<file path="src/rtl/rr_arbiter_buf_pkg.sv">
// Shared helpers for the N-to-1 arbiter with registered output buffer.
// Holds the index-width helper used by the top level and the picker.
// No state and no logic; the package is imported by both RTL files.
package rr_arbiter_buf_pkg;

  // Width of a binary channel index. The legal channel count is at least 2,
  // so the result is never below one bit.
  function automatic int unsigned idx_width(input int unsigned n);
    if (n <= 2) begin
      return 1;
    end
    return $clog2(n);
  endfunction

endpackage

</file>
<file path="src/rtl/rr_arbiter_buf_pick.sv">
// Round-robin picker. Returns a one-hot grant and its binary index for the
// first request above ptr, with wrap-around. It is purely combinational and
// adds no latency. It has no backpressure of its own, and the grant is zero
// when nothing requests.
module rr_pick
  import rr_arbiter_buf_pkg::*;
#(
  parameter int NUM   = 4,
  parameter int IDX_W = idx_width(NUM)
) (
  input  logic [NUM-1:0]   valid,
  input  logic [IDX_W-1:0] ptr,
  output logic [NUM-1:0]   grant,
  output logic [IDX_W-1:0] grant_idx
);

  // Requests strictly above the last served channel.
  logic [NUM-1:0]   mask;
  // The masked requests sit in the low half and the full request vector
  // sits in the high half. The lowest set bit is therefore the first
  // request after ptr, and the search wraps onto the unmasked copy when
  // nothing lies above ptr.
  logic [2*NUM-1:0] dbl;
  logic             hit;
  int               pos;
  int               sel_ch;

  // Mask out every channel at or below the pointer.
  always_comb begin
    mask = '0;
    for (int i = 0; i < NUM; i++) begin
      mask[i] = (i > int'(ptr));
    end
  end

  assign dbl = {valid, valid & mask};

  // Lowest set bit of the double-width vector.
  always_comb begin
    hit = 1'b0;
    pos = 0;
    for (int i = 2*NUM-1; i >= 0; i--) begin
      if (dbl[i]) begin
        hit = 1'b1;
        pos = i;
      end
    end
  end

  // Fold the double-width position back onto a channel number and build the
  // one-hot grant.
  always_comb begin
    sel_ch    = (pos >= NUM) ? (pos - NUM) : pos;
    grant_idx = IDX_W'(sel_ch);
    grant     = '0;
    for (int i = 0; i < NUM; i++) begin
      grant[i] = hit && (sel_ch == i);
    end
  end

endmodule

</file>
<file path="src/rtl/rr_arbiter_buf.sv">
// N-to-1 valid/ready arbiter with a one-entry registered output buffer.
// Latency: an accept at edge k shows valid_o in cycle k+1, at 1 transfer per cycle.
// Backpressure: ready is zero while the buffer is full and ready_o is low.
module rr_arbiter_buf
  import rr_arbiter_buf_pkg::*;
#(
  parameter int NUM        = 4,
  parameter int DATA_WIDTH = 32,
  parameter int RR         = 1,
  localparam int IDX_W     = idx_width(NUM)
) (
  input  logic                           clk,
  input  logic                           rst_n,
  input  logic [NUM-1:0]                 valid,
  input  logic [NUM-1:0][DATA_WIDTH-1:0] data,
  output logic [NUM-1:0]                 ready,
  output logic                           valid_o,
  output logic [DATA_WIDTH-1:0]          data_o,
  output logic [IDX_W-1:0]               idx_o,
  input  logic                           ready_o
);

  logic             space;
  logic             accept;
  logic [NUM-1:0]   grant;
  logic [IDX_W-1:0] grant_idx;

  // The buffer can take a new word when it is empty or when it drains in
  // the same cycle.
  assign space  = ~valid_o | ready_o;
  assign ready  = grant & {NUM{space}};
  assign accept = |(valid & ready);

  if (RR == 1) begin : g_rr
    // The last channel served. Reset to NUM-1 so that channel 0 is looked
    // at first.
    logic [IDX_W-1:0] ptr;

    rr_pick #(
      .NUM   (NUM),
      .IDX_W (IDX_W)
    ) u_pick (
      .valid     (valid),
      .ptr       (ptr),
      .grant     (grant),
      .grant_idx (grant_idx)
    );

    // The pointer moves only on a transfer that is actually taken. A grant
    // that is held off by backpressure does not move it.
    always_ff @(posedge clk) begin
      if (!rst_n) begin
        ptr <= IDX_W'(NUM - 1);
      end else if (accept) begin
        ptr <= grant_idx;
      end
    end
  end else begin : g_fixed
    logic fp_hit;
    int   fp_ch;

    // Fixed priority: the highest-index requester wins.
    always_comb begin
      fp_hit = 1'b0;
      fp_ch  = 0;
      for (int i = 0; i < NUM; i++) begin
        if (valid[i]) begin
          fp_hit = 1'b1;
          fp_ch  = i;
        end
      end
      grant_idx = IDX_W'(fp_ch);
      grant     = '0;
      for (int i = 0; i < NUM; i++) begin
        grant[i] = fp_hit && (fp_ch == i);
      end
    end
  end

  // Output buffer. A new word replaces the old one, including when both
  // happen in the same cycle. A drain with no refill only clears valid_o,
  // and data_o and idx_o keep their last values.
  always_ff @(posedge clk) begin
    if (!rst_n) begin
      valid_o <= 1'b0;
      data_o  <= '0;
      idx_o   <= '0;
    end else if (accept) begin
      valid_o <= 1'b1;
      data_o  <= data[grant_idx];
      idx_o   <= grant_idx;
    end else if (ready_o) begin
      valid_o <= 1'b0;
    end
  end

endmodule

</file>
<file path="config.mk">
export PLATFORM = sky130hd
export DESIGN_NAME = rr_arbiter_buf
export DESIGN_NICKNAME = d
export VERILOG_FILES = /design/src/rtl/rr_arbiter_buf_pkg.sv /design/src/rtl/rr_arbiter_buf_pick.sv /design/src/rtl/rr_arbiter_buf.sv
export SDC_FILE = /design/constraint.sdc
export NUM_CORES = 1
export LEC_CHECK = 0
export CORE_MARGIN = 3
export CORE_UTILIZATION = 29
export DETAILED_ROUTE_END_ITERATION = 8
export PLACE_DENSITY = 0.84
export SYNTH_ARGS = -nofsm -noshare
export SYNTH_HDL_FRONTEND = slang
export SYNTH_SLANG_ARGS = --single-unit
</file>
<file path="constraint.sdc">
create_clock -name clk -period 1.5 [get_ports clk]
set_input_delay 0.15 -clock clk [delete_from_list [all_inputs] [get_ports clk]]
set_output_delay 0.15 -clock clk [all_outputs]
set_load 0.02 [all_outputs]
</file>
# Word-level counts from Yosys, hierarchy flattened
# Index checks and enable logic that the tools add are counted.
[totals] word_cells=46 register_bits=37 ram_bits=0 mem_count=0 latch_bits=0 rom_bits=0 output_inout_bits=39
[op_classes] order_cmp=5 mux=21 shifts=0 eq_ne=3 n_div=0 mul=0 n_bitwise=5 n_addsub=1 n_reduce_logical=7
[op_table] operator="32-bit binary-select mux with 2-bit select" count=1
[op_table] operator="32-bit by 3-bit == test with 1-bit output, second input constant" count=2
[op_table] operator="32-bit 2-to-1 mux" count=2
[op_table] operator="32-bit by 2-bit == test with 1-bit output, second input constant" count=1
[op_table] operator="32-bit logical NOT" count=1
[op_table] operator="3-bit 2-to-1 mux" count=8
[op_table] operator="4-bit AND" count=3
[op_table] operator="1-bit 2-to-1 mux" count=10
[op_table] operator="2-bit > comparator, first input constant" count=2
[op_table] operator="1-bit logical AND" count=4
[op_table] operator="4-bit OR reduction" count=1
[op_table] operator="3-bit by 3-bit subtractor with 4-bit output, second input constant" count=1
[op_table] operator="3-bit >= comparator, second input constant" count=1
[op_table] operator="2-bit by 3-bit less-than comparator with 1-bit output, second input constant" count=1
[op_table] operator="1-bit by 2-bit > comparator with 1-bit output, first input constant" count=1
[op_table] operator="2-bit nonzero test" count=1
[op_table] operator="1-bit NOT" count=1
[op_table] operator="1-bit OR" count=1

# Depth between registers and ports, before layout
[logic_depth] word_depth=16 ltp_mapped=8 ltp_nobuf=5

# By module
# From an unflattened synthesis, not the netlist that was laid out.
[unflattened] hier_cells=286 hier_area_um2=2849.0
[modules_own_cells] mod="rr_arbiter_buf" cells_each=259 seq_area_each_um2=740.7 area_each_um2=2693.8 instances=1
[modules_own_cells] mod="rr_pick" cells_each=27 seq_area_each_um2=0.0 area_each_um2=155.1 instances=1

# Least setup slack after synthesis
# Ideal clock, no wire load.
[synth_timing] path_kind="reg-to-output" startpoint="reg g_rr.ptr[1]" endpoint="out ready[3]" n_path_buf=3 arrival_ns=1.358 setup_slack_ns=-0.008 stages_incl_launch_ff=7 path_cell_list="dfxtp_1 buf_2 o21bai_1 a32o_1 buf_2 buf_2 and2_1"
[synth_via] elab_chain_cells=11
[synth_lines] item="from (decl)" line="rr_arbiter_buf.sv:37" rtl="logic [IDX_W-1:0] ptr;"
[synth_lines] item="from (signal assigned)" line="rr_arbiter_buf.sv:53" rtl="ptr <= IDX_W'(NUM - 1);"
[synth_lines] item="from (signal assigned)" line="rr_arbiter_buf.sv:55" rtl="ptr <= grant_idx;"
[synth_lines] item="2-bit > comparator" line="rr_arbiter_buf_pick.sv:32" rtl="mask[i] = (i > int'(ptr));"
[synth_lines] item="4-bit AND (*)" line="rr_arbiter_buf_pick.sv:36" rtl="assign dbl = {valid, valid & mask};"
[synth_lines] item="3-bit 2-to-1 mux (4 in a row)" line="rr_arbiter_buf_pick.sv:43" rtl="if (dbl[i]) begin"
[synth_lines] item="3-bit by 3-bit subtractor with 4-bit output / 3-bit >= comparator (equally long branches)" line="rr_arbiter_buf_pick.sv:53" rtl="sel_ch = (pos >= NUM) ? (pos - NUM) : pos;"
[synth_lines] item="32-bit 2-to-1 mux" line="rr_arbiter_buf_pick.sv:53"
[synth_lines] item="32-bit by 3-bit == test with 1-bit output" line="rr_arbiter_buf_pick.sv:57" rtl="grant[i] = hit && (sel_ch == i);"
[synth_lines] item="1-bit logical AND (*)" line="rr_arbiter_buf_pick.sv:57"
[synth_lines] item="4-bit AND (*)" line="rr_arbiter_buf.sv:31" rtl="assign ready = grant & {NUM{space}};"
[synth_lines] item="to (decl)" line="rr_arbiter_buf.sv:16" rtl="output logic [NUM-1:0] ready,"
# Every way passes the cells marked *; elsewhere a longest branch is shown, timed or not.

# Final worst setup path
[layout_timing] startpoint="reg g_rr.ptr[1]" endpoint="reg data_o[11]"
[layout_via] elab_chain_cells=13
[layout_lines] item="2-bit > comparator" line="rr_arbiter_buf_pick.sv:32"
[layout_lines] item="4-bit AND (*)" line="rr_arbiter_buf_pick.sv:36"
[layout_lines] item="3-bit 2-to-1 mux (4 in a row)" line="rr_arbiter_buf_pick.sv:43"
[layout_lines] item="3-bit by 3-bit subtractor with 4-bit output / 3-bit >= comparator (equally long branches)" line="rr_arbiter_buf_pick.sv:53"
[layout_lines] item="32-bit 2-to-1 mux" line="rr_arbiter_buf_pick.sv:53"
[layout_lines] item="32-bit by 2-bit == test with 1-bit output, or another cell as far along" line="rr_arbiter_buf_pick.sv:57"
[layout_lines] item="1-bit logical AND" line="rr_arbiter_buf_pick.sv:57"
[layout_lines] item="4-bit AND" line="rr_arbiter_buf.sv:31"
[layout_lines] item="4-bit AND" line="rr_arbiter_buf.sv:32" rtl="assign accept = |(valid & ready);"
[layout_lines] item="4-bit OR reduction" line="rr_arbiter_buf.sv:32"
[layout_lines] item="to (signal assigned)" line="rr_arbiter_buf.sv:90" rtl="data_o <= data[grant_idx];"
[layout_lines] item="to (decl)" line="rr_arbiter_buf.sv:18" rtl="output logic [DATA_WIDTH-1:0] data_o,"
# Every way passes the cells marked *; elsewhere a longest branch is shown, timed or not. The select of a mux whose other input is x is not followed.
# A chain may end at the register's enable or synchronous reset.

==> results by stage <==
Status:
- The checks that failed: negative setup slack.
- The run finished, with violations left.

STA:
- The achievable frequency is 0.6064 GHz.
- For the finished layout, the period the worst path requires is 1.649 ns.
- Clock skew on the completed layout was measured at between 0.008 and 0.009 ns.
- Setup repair after global routing could not meet its margin everywhere.
- The actual slew at the worst max-slew pin is between 0.3 and 0.4 ns.
- The slack of the critical path is -0.1491 ns.
- The post-route setup TNS is -3.317 ns.
- The share of the clock period used by the worst path is 109.9%.
- The final count of negative-setup-slack endpoints is 34.
- The number of slew-limit violations in the final report came to 0.
- The worst slew margin relative to its limit is 76.25%.
- The number of endpoints with negative hold slack in the final report is 0.

Worst setup path:
- Broken down by cell family, the worst path's largest delay share belongs to compound AO/OA/AOI/OAI gates.
- The worst-case register-to-register setup slack is -0.15 ns.
- The critical path launch point type is a flop.
- For this run, the slowest stage of the critical path takes 0.37 ns.
- The worst register-to-register path has a depth of 6.
- Of all nets on the critical path, the largest fanout is 32.
- The worst setup path is captured at a flop.
- The number of buffer and inverter stages on the critical path is 2.
- The worst flop-to-flop path endpoint is data_o[11].
- Traced cell by cell, the critical path runs through buf_6 -> o211ai_1 -> o211ai_2 -> buf_6 -> a22oi_1 -> a21oi_2.
- The worst register-to-register path begins at g_rr.ptr[1].
- The data arrival at the endpoint of the critical path is about 1.8 ns.
- The required time of the critical path is 1.66 ns.
- The cell that appears most often on the critical path is sky130_fd_sc_hd__buf_6.
- The slowest cell on the critical path is sky130_fd_sc_hd__dfxtp_4.
- The category of the critical setup timing path is flop to flop.

Yosys:
- In this run, synthesis produced a sequential element count of 37.
- In the synthesized netlist the dominant register cell turns out to be sky130_fd_sc_hd__dfxtp_1.
- The fraction of the yosys area taken by sequential cells is 35.73%.
- Yosys printed 0 warnings.
- The average cell area after synthesis is 8.860 um^2.
- In the post-synthesis netlist, the biggest area contributors are sky130_fd_sc_hd__dfxtp_1, sky130_fd_sc_hd__a22oi_1, sky130_fd_sc_hd__a221oi_1.
- In this run the cell area of the synthesized design comes to just over 2000 um^2.
- The number of distinct standard cells referenced by the synthesized netlist is 35.
- The async set or reset register ratio after synthesis is 0%.
- Synthesis handed over a netlist of 234 instances.
- The cell taking the most area after synthesis is sky130_fd_sc_hd__dfxtp_1.
- The number of nets in the synthesized netlist is 369.
- The top cell type's share of synthesized area is between 30% and 40%.
- The number of enable flip-flop cells after synthesis is 0.

Layout:
- The number of antenna diodes in the final layout is 0.
- The layout cell share with drive strength beyond 1 is 25.53%.
- The signed area change from the synthesized netlist to the final layout is 125.5%.
- Leaving out fill and tap cells, the most frequent cells in the layout are sky130_fd_sc_hd__clkdlybuf4s50_1, sky130_fd_sc_hd__dfxtp_1, sky130_fd_sc_hd__o21ai_0, sky130_fd_sc_hd__a21oi_1, sky130_fd_sc_hd__a22oi_1.
- The leading cell type in the layout, fill and taps excluded is sky130_fd_sc_hd__clkdlybuf4s50_1.
- The filler cells instantiated in the layout total approximately 500.
- After the last flow step, the layout net total stands at roughly 560.
- The post-layout utilization of the core is 68.05%.

Global routing:
- The overall fraction of global-route tracks in use is approximately 22%.
- The final global-route overflow total is 0.
- The number of antenna violations at the first check in global routing is 0.
- The global-route wire length before repair is 14720 um.
- Entering global routing, the biggest net connects 38 pins.
- The number of global-route vias before repair was 2905.

Drt:
- The detailed-router iteration count before antenna repair is 4.
- The number of nets with antenna violations after detailed routing is 0.
- The initial detailed-routing violation count is about 130.
- The wire length per cell after detailed routing is 19.61 um.
- The total DRC errors in the routed layout is 0.
- The routed wire length is around 10000 um.
- The met3 wirelength from detailed routing is 799 um.
- The routed layout has 2814 vias.
- The detailed-route vias per instance is roughly 5.4.
- The sum of routed wire segments on met1 is roughly 3900 um.
- Wire segments on met2 add up to approximately 5400 um in the final route.
- The highest routed metal layer is met4.

Floorplan:
- Row generation in the floorplan step produced 30 rows.
- For this configuration, the core starts out at a cell density of 30.18%.
- The overall die area is 8199 um^2.
- The chip width is 90.55 um.
- The region available for standard cell placement spans 6869 um^2.
- The die height is 90.55 um.
- In this run the count of I/O pins placed on the die edge is between 150 and 200.

Placement:
- The number of buffers inserted by port buffering is approximately 170.
- The HPWL reported at the end of detailed placement is 6491 um.
- The placer's final routability congestion estimate is roughly 0.80.

Pwr:
- VDD sags by at most 0.0004228 V.
- The leakage power of the design is 1.676 nW.
- In this run the power density over the cells is between 700 and 800 nW/um^2.

Clocking:
- Counting every sink on the clock net gives 37.
- The clock latency of the later-clocked register in the worst-skew pair is 0.28 ns.
- In this run the number of H-tree levels came out at 2.
- The number of clock buffers inserted by TritonCTS is 5.
- The longest clock path from root to sink contains 2 buffers.
- The tree is rooted in a sky130_fd_sc_hd__clkbuf_8.
- TritonCTS built the clock tree.
- The clock transition at the registers of the reported paths is 0.07 ns.

Min path:
- The number of cells on the worst hold path is 3.
- The path with the worst hold slack has its endpoint at data_o[17].
- The hold path startpoint is data[113].
- The class of the most critical hold timing path is primary input to flop.

Job:
- Max-cap violations in this run came to 0.
[repair_timing]
| item | in CTS | in global routing |
|---|---|---|
| resized for setup | 79 | 33 |
| hold endpoints to repair | 0 | 0 |
| buffers inserted | 7 | 3 |
| cloned | 2 | 2 |
| pin swaps | 40 | 30 |
| hold buffers | 0 | 0 |
| endpoints found under the setup margin | 41 | 40 |
[power by group]
group	total [W]	internal, W	switching (W)
Clock	0.000662	0.000330	0.000332
Combinational	0.00187	0.00103	0.000842
Sequential	0.00117	0.00111	0.0000653
Total	0.00370	0.00246	0.00124
[cell type report]
| type | count | area (um^2) | share of cell area (%) |
|---|---|---|---|
| well taps | 96 | 120.1 | 2.570 |
| repair buffers | 209 | 2206 | 47.19 |
| flip-flops and latches | 37 | 744.5 | 15.93 |
| multi-input cells | 168 | 1520 | 32.52 |
| inverters | 1 | 3.754 | 0.08030 |
| clock buffers | 8 | 80.08 | 1.713 |
[worst max path at each step]
stage,end,start,depth (start not counted),slack (ns)
2_1_floorplan,data_o[29],g_rr.ptr[1],8,0.007
3_3_place_gp,ready[1],valid[3],5,-0.55
3_5_place_dp,ready[1],valid[3],5,-0.59
4_1_cts,ready[0],g_rr.ptr[1],5,-0.05
5_1_grt,data_o[11],g_rr.ptr[1],6,-0.19
6_report,data_o[11],g_rr.ptr[1],6,-0.15
[state kept, by name (all words and copies together), names as in the netlist]
signal / cells
g_rr.ptr: 2
valid_o: 1
idx_o: 2
data_o: 32
[kinds of logic after synthesis]
group / synth area share (%)
DFF: 35.73
AOI/OAI and AO/OA: 49.79
muxes: 0.4828
and+or+nand+nor: 4.889
buffers and inverters: 9.112
[routing by layer]
layer	global-route usage, %	vias to the layer above
li1	-	1316
met1	24.50	1345
met2	41.32	149
met3	6.500	4
met4	5.230	0
met5	0	-
[metrics by stage]
step           area [um^2]  setup WS [ns]  power [W]  std cells  hold slack, ns
6_report              4674        -0.1491   0.003703        519          0.5356
4_1_cts               4397       -0.05069   0.003540        514          0.5222
3_3_place_gp          3965        -0.5519   0.002619        498          0.5006
5_1_grt               4674        -0.1852   0.003882        519          0.5338
2_1_floorplan         2078       0.006618   0.001871        234          0.3182
3_5_place_dp          3965        -0.5899   0.002659        498          0.5283
[worst register-to-register path: cells and delay by family, from the launching register on]
kind | cells | cell delay [ns]
compound gates | 4 | 0.81
flops | 1 | 0.37
buf+inv | 2 | 0.35
[cells in the mapped netlist (2+ instances only)]
library cell / instances
sky130_fd_sc_hd__dfxtp_1: 37
sky130_fd_sc_hd__buf_6: 8
sky130_fd_sc_hd__nor2_1: 6
sky130_fd_sc_hd__a221oi_2: 5
sky130_fd_sc_hd__clkbuf_1: 7
sky130_fd_sc_hd__o22ai_1: 2
sky130_fd_sc_hd__nor3_1: 2
sky130_fd_sc_hd__and2_1: 3
sky130_fd_sc_hd__buf_4: 2
sky130_fd_sc_hd__o21ai_0: 36
sky130_fd_sc_hd__a221oi_1: 27
sky130_fd_sc_hd__buf_2: 9
sky130_fd_sc_hd__a21oi_1: 35
sky130_fd_sc_hd__nor2b_1: 2
sky130_fd_sc_hd__nand2_1: 2
sky130_fd_sc_hd__a22oi_1: 32
(Power assumes the default switching activity.)
